## src/rtl/weight_bias_load_scheduler.sv

```systemverilog
// Per-group weight/bias load sequencer: a fetch engine streams group words from
// memory into the weight FIFO while a load engine hands complete groups to the PEs.
module weight_bias_load_scheduler #(
    parameter int ADDR_WIDTH      = 32,
    parameter int MEM_DATA_WIDTH  = 512,
    parameter int BURST_LEN       = 64,
    parameter int MAX_GROUP_WORDS = 256
) (
    input  logic                  system_clk,
    input  logic                  rst,
    input  logic                  start,
    input  logic [ADDR_WIDTH-1:0] cfg_base_addr,
    input  logic [15:0]           cfg_group_num,
    input  logic [8:0]            cfg_group_words,
    input  logic                  cfg_bias_en,
    output logic                  busy,
    output logic                  done,
    output logic                  mem_rd_req,
    output logic [ADDR_WIDTH-1:0] mem_rd_addr,
    output logic [7:0]            mem_rd_len,
    input  logic                  mem_rd_ack,
    input  logic                  weight_and_bias_valid,
    input  logic                  weight_buffer_ready,
    input  logic                  weight_and_bias_ready,
    output logic [1:0]            change_weight_bias,
    output logic                  weights_loaded,
    input  logic                  compute_group_done
);

    localparam logic [ADDR_WIDTH-1:0] WORD_BYTES = ADDR_WIDTH'(MEM_DATA_WIDTH / 8);

    typedef enum logic [1:0] {F_IDLE, F_REQ, F_DATA} fetch_state_t;
    typedef enum logic [2:0] {L_IDLE, L_WAIT_DATA, L_ISSUE, L_LOADING, L_INUSE, L_DONE} load_state_t;

    fetch_state_t          f_state_reg, f_state_next;
    load_state_t           l_state_reg, l_state_next;
    logic [ADDR_WIDTH-1:0] addr_reg;
    logic [7:0]            len_reg;
    logic [7:0]            beat_cnt_reg;
    logic [24:0]           remaining_reg;
    logic [24:0]           fetched_words_reg;
    logic [24:0]           loaded_words_reg;
    logic [15:0]           group_num_reg;
    logic [8:0]            group_words_reg;
    logic                  bias_en_reg;
    logic [15:0]           group_idx_reg;
    logic                  group_done_flag_reg;
    logic                  seen_low_reg;
    logic [1:0]            cwb_reg;
    logic                  weights_loaded_reg;

    logic                  start_accept;
    logic [8:0]            group_words_clamped;
    logic [24:0]           total_words;
    logic [7:0]            burst_len_next;
    logic                  beat;
    logic                  burst_last;
    logic                  group_ready;
    logic                  group_consume;
    logic                  load_complete;

    assign start_accept        = start && (l_state_reg == L_IDLE);
    // Oversized groups are clamped so a group can never exceed the FIFO.
    assign group_words_clamped = (cfg_group_words > 9'(MAX_GROUP_WORDS)) ? 9'(MAX_GROUP_WORDS) : cfg_group_words;
    assign total_words         = 25'(cfg_group_num) * 25'(group_words_clamped);
    assign burst_len_next      = (remaining_reg >= 25'(BURST_LEN)) ? 8'(BURST_LEN) : remaining_reg[7:0];
    assign beat                = (f_state_reg == F_DATA) && weight_and_bias_valid;
    assign burst_last          = beat && ((beat_cnt_reg + 8'd1) == len_reg);
    assign group_ready         = (fetched_words_reg - loaded_words_reg) >= 25'(group_words_reg);
    assign group_consume       = (l_state_reg == L_INUSE) && (group_done_flag_reg || compute_group_done);
    assign load_complete       = (l_state_reg == L_LOADING) && seen_low_reg && weight_and_bias_ready;

    always_comb begin
        f_state_next = f_state_reg;
        case (f_state_reg)
            F_IDLE:  if (remaining_reg != '0 && weight_buffer_ready) f_state_next = F_REQ;
            F_REQ:   if (mem_rd_ack) f_state_next = F_DATA;
            F_DATA:  if (burst_last) f_state_next = F_IDLE;
            default: f_state_next = F_IDLE;
        endcase
    end

    always_comb begin
        l_state_next = l_state_reg;
        case (l_state_reg)
            L_IDLE:      if (start_accept) l_state_next = L_WAIT_DATA;
            L_WAIT_DATA: begin
                if (group_num_reg == '0)  l_state_next = L_DONE;
                else if (group_ready)     l_state_next = L_ISSUE;
            end
            L_ISSUE:     if (weight_and_bias_ready) l_state_next = L_LOADING;
            L_LOADING:   if (load_complete) l_state_next = L_INUSE;
            L_INUSE: begin
                if (group_consume)
                    l_state_next = (group_idx_reg == group_num_reg) ? L_DONE : L_WAIT_DATA;
            end
            L_DONE:      l_state_next = L_IDLE;
            default:     l_state_next = L_IDLE;
        endcase
    end

    always_ff @(posedge system_clk) begin
        if (rst) begin
            f_state_reg         <= F_IDLE;
            l_state_reg         <= L_IDLE;
            addr_reg            <= '0;
            len_reg             <= '0;
            beat_cnt_reg        <= '0;
            remaining_reg       <= '0;
            fetched_words_reg   <= '0;
            loaded_words_reg    <= '0;
            group_num_reg       <= '0;
            group_words_reg     <= '0;
            bias_en_reg         <= 1'b0;
            group_idx_reg       <= '0;
            group_done_flag_reg <= 1'b0;
            seen_low_reg        <= 1'b0;
            cwb_reg             <= 2'b00;
            weights_loaded_reg  <= 1'b0;
        end else begin
            f_state_reg <= f_state_next;
            l_state_reg <= l_state_next;

            if (start_accept) begin
                group_num_reg     <= cfg_group_num;
                group_words_reg   <= group_words_clamped;
                bias_en_reg       <= cfg_bias_en;
                addr_reg          <= cfg_base_addr;
                remaining_reg     <= total_words;
                fetched_words_reg <= '0;
                loaded_words_reg  <= '0;
                group_idx_reg     <= '0;
            end else begin
                if (f_state_reg == F_IDLE && f_state_next == F_REQ)
                    len_reg <= burst_len_next;
                if (beat) begin
                    beat_cnt_reg      <= burst_last ? 8'd0 : beat_cnt_reg + 8'd1;
                    fetched_words_reg <= fetched_words_reg + 25'd1;
                end
                if (burst_last) begin
                    addr_reg      <= addr_reg + ADDR_WIDTH'(len_reg) * WORD_BYTES;
                    remaining_reg <= remaining_reg - 25'(len_reg);
                end
                if (load_complete) begin
                    group_idx_reg    <= group_idx_reg + 16'd1;
                    loaded_words_reg <= loaded_words_reg + 25'(group_words_reg);
                end
            end

            // Completion pulses are remembered until the load engine can use them.
            if (start_accept)
                group_done_flag_reg <= 1'b0;
            else
                group_done_flag_reg <= (group_done_flag_reg || compute_group_done) && !group_consume;

            if (l_state_reg == L_ISSUE)
                seen_low_reg <= 1'b0;
            else if (l_state_reg == L_LOADING && !weight_and_bias_ready)
                seen_low_reg <= 1'b1;

            cwb_reg            <= (l_state_reg == L_ISSUE && weight_and_bias_ready) ? {bias_en_reg, 1'b1} : 2'b00;
            weights_loaded_reg <= load_complete;
        end
    end

    assign busy               = (l_state_reg != L_IDLE);
    assign done               = (l_state_reg == L_DONE);
    assign mem_rd_req         = (f_state_reg == F_REQ);
    assign mem_rd_addr        = addr_reg;
    assign mem_rd_len         = len_reg;
    assign change_weight_bias = cwb_reg;
    assign weights_loaded     = weights_loaded_reg;

endmodule

```

## config.mk

```make
export PLATFORM = sky130hd
export DESIGN_NAME = weight_bias_load_scheduler
export DESIGN_NICKNAME = d
export VERILOG_FILES = /design/src/rtl/weight_bias_load_scheduler.sv
export SDC_FILE = /design/constraint.sdc
export NUM_CORES = 1
export LEC_CHECK = 0
export CORE_MARGIN = 1
export CORE_UTILIZATION = 57
export DETAILED_ROUTE_END_ITERATION = 7
export MAX_ROUTING_LAYER = met4
export PLACE_DENSITY = 0.9
export SYNTH_ARGS = -nofsm -noshare
export SYNTH_HDL_FRONTEND = slang
export SYNTH_SLANG_ARGS = --single-unit
```

## constraint.sdc

```tcl
create_clock -name system_clk -period 7.5 [get_ports system_clk]
set_input_delay 1.875 -clock system_clk [delete_from_list [all_inputs] [get_ports system_clk]]
set_output_delay 1.875 -clock system_clk [all_outputs]
set_load 0.05 [all_outputs]
```

==> metrics.csv <==
metric;value;unit
final_net_count;2233;
crit_chain;clkdlybuf4s50_1, and2_1, fa_1, fa_1, fa_1, inv_1, fa_1, inv_1, ha_1, or3_1, o21bai_1, a31o_2, a221oi_2, a31oi_1, nand3_1, a21boi_0, mux2i_1, a2111oi_1;
yosys.area.top_type;dfxtp_1;
min_from;bias_en_reg;
critical-path-max-stage-delay;770;ps
slew_violations;0;
power_density;232;mW/mm2
largest_reg_flops;32;
drt-initial-drc-count;925;
num_vias;13300;
final_cells;2306;
leakagePower;7.28;nW
synth_top_family_by_area;simple AND/OR/NAND/NOR gates;
clkLatencyLatePin;450;ps
avgSynthCellArea;7.98;um2
synth_fa_ha_area_share;22.6;%
syn_nets;2158;
synth-seq-cells;175;
synth_compound_area_share;14.1;%
synth_area_leaders;dfxtp_1 23%, fa_1 14%, ha_1 8.8%;
min_path_type;register to register;
pre_cts_slack;-195;ps
start_kind;input pin;
dieArea;0.0270;mm2
setup_slack;480;ps
routabilityCongestion;0.912;
viasPerCell;5.77;
fmax;0.142;GHz
synth_top_area_share;23.3;%
synth_cell_types;79;
grt_pass1_vias;13200;
finalSetupViolCount;0;
period_minus_slack;7020;ps
area_growth;13.5;%
firstDrtPassIters;5;
worst_pin_slew;1150;ps
outcome;complete, no violations;
routed_wl;36.4;mm
crit_required;7830;ps
synth.mux.area_fraction;0.475;%
num-fill-cells;2048;
track_usage;28.7;%
syn_inst;1883;
max-slew-margin-rel;23.0;%
post-route-period-util;93.6;%
synth-simple-area-share;23.9;%
antenna_found_initial;0;
crit_type;input pin to register;
num_rows;59;
peakVddDrop;0.000300;V
drive_above_1_share;4.62;%
root_buffer;clkbuf_16;
crit_path_start;cfg_group_num[3];
synth_xor_area_share;8.43;%
rsz0062_at_grt;false;
clk_pin_slew;80;ps
io_pins;112;
utilization;65.6;%
reg2reg_slack;2530;ps
final_area;0.0170;mm2
worstPathArrival;7350;ps
drc;0;
synth-main-ff-cell;dfxtp_1;
critPathSlowestCell;clkdlybuf4s50_1;
synth_seq_area_share;23.3;%
ff_latch_area;0.00350;mm2
async_reset_ff_share;0;%
antenna_cells;0;
synth_edf_count;0;
clockBufferDepth;2;
holdWs;454;ps
port_buffers;111;
cts_sinks;175;
start_util;57.8;%
placed_area;0.0165;mm2
layout_commonest_cell;nand2_1;
ys_warn_count;0;
clock_skew;15.5;ps
cts_buffers;17;
cpLargestDelayFamily;adder cells;
r2r-start;fetched_words_reg[0];
die_y;164;um
crit_top_cell;fa_1;
postCtsHoldBufs;0;
cts_max_level;4;
grt_pass1_wl;61.5;mm
post-cts-setup-buffers;0;
dpl.hpwl;27.6;mm
power;3.96;mW
cts_tree;done;
post_drt_wl_per_cell;15.8;um
core_area;0.0260;mm2
crit_buf_inv;3;
overflow;0;
hold_viol_final;0;
end_kind;register;
setup_tns;0;ps
dieWidth;164;um
grt_max_degree;87;
drv_cap;0;
dp_cells;2274;
layout_common_cells;235 x nand2_1, 191 x inv_1, 175 x dfxtp_1, 164 x nor2_1, 118 x a21oi_1;
multi_input_area;0.0105;mm2
crit_fanout;10;
ant_nets;0;
netlist_area;0.0150;mm2
worst min-delay path: stages, from the launching register on:
cell and delay (ps):
dfxtp_1 310, nand2_1 50, a21oi_1 50
worst paths after layout:
check / endpoint / cells past startpoint
max reg2reg: l_state_reg[1] / 19
max: remaining_reg[24] / 18
min reg2reg: bias_en_reg / 2
min: bias_en_reg / 2
cell usage after synthesis, drive strengths merged, types with 4 or more instances:
library cell and instances:
ha 106, and4 5, xor2 75, nand2 238, fa 103, o21a 6
nand3 58, nand3b 4, buf 16, nor3b 5, a21oi 119, o21bai 5
a21boi 11, nor4 15, nand2b 17, clkbuf 73, nand4 20, a311oi 6
nor2 165, nor3 46, mux2i 6, xnor2 67, and3 14, o21ai 57
o211ai 18, a31oi 5, and2 95, o31ai 4, inv 191, a21o 28
o2111ai 4, or3 18, a211oi 48, nor2b 22, dfxtp 175
kinds of logic after synthesis:
| kind of cell | after synthesis |
|---|---|
| AND/OR/NAND/NOR | 736 |
| AO/OA/AOI/OAI | 333 |
| buffers and inverters | 280 |
| adder cells (fa/ha/maj) | 209 |
| flip-flops | 175 |
| XOR/XNOR | 143 |
| multiplexers | 7 |
per-layer routing:
layer  track usage [%]  up-vias  share of wire [%]
met5                 -        -                  0
met4              9.09        0                2.0
met3              3.91       72                5.4
met2              47.8      409                 50
met1              36.0     6425                 43
li1                  -     6402                  -
report_power, final:
group,internal [mW],switching (mW)
clock network,0.469,0.416
registers,1.07,0.148
logic,0.730,1.13
total,2.27,1.70
cell type report:
cell class | instances | share of cell area (%)
Clock buffer | 18 | 2.52
Clock inverter | 14 | 0.844
Sequential cell | 175 | 20.6
Multi-Input combinational cell | 1428 | 61.3
Tap cell | 335 | 2.46
Timing Repair Buffer | 145 | 8.09
Inverter | 191 | 4.21
timing repair:
item                                    4_1_cts  5_1_grt
resized for setup                             0        4
endpoints found under the hold margin         0        0
endpoints found under the setup margin        0        2
Power figures use the tool's default switching activity.
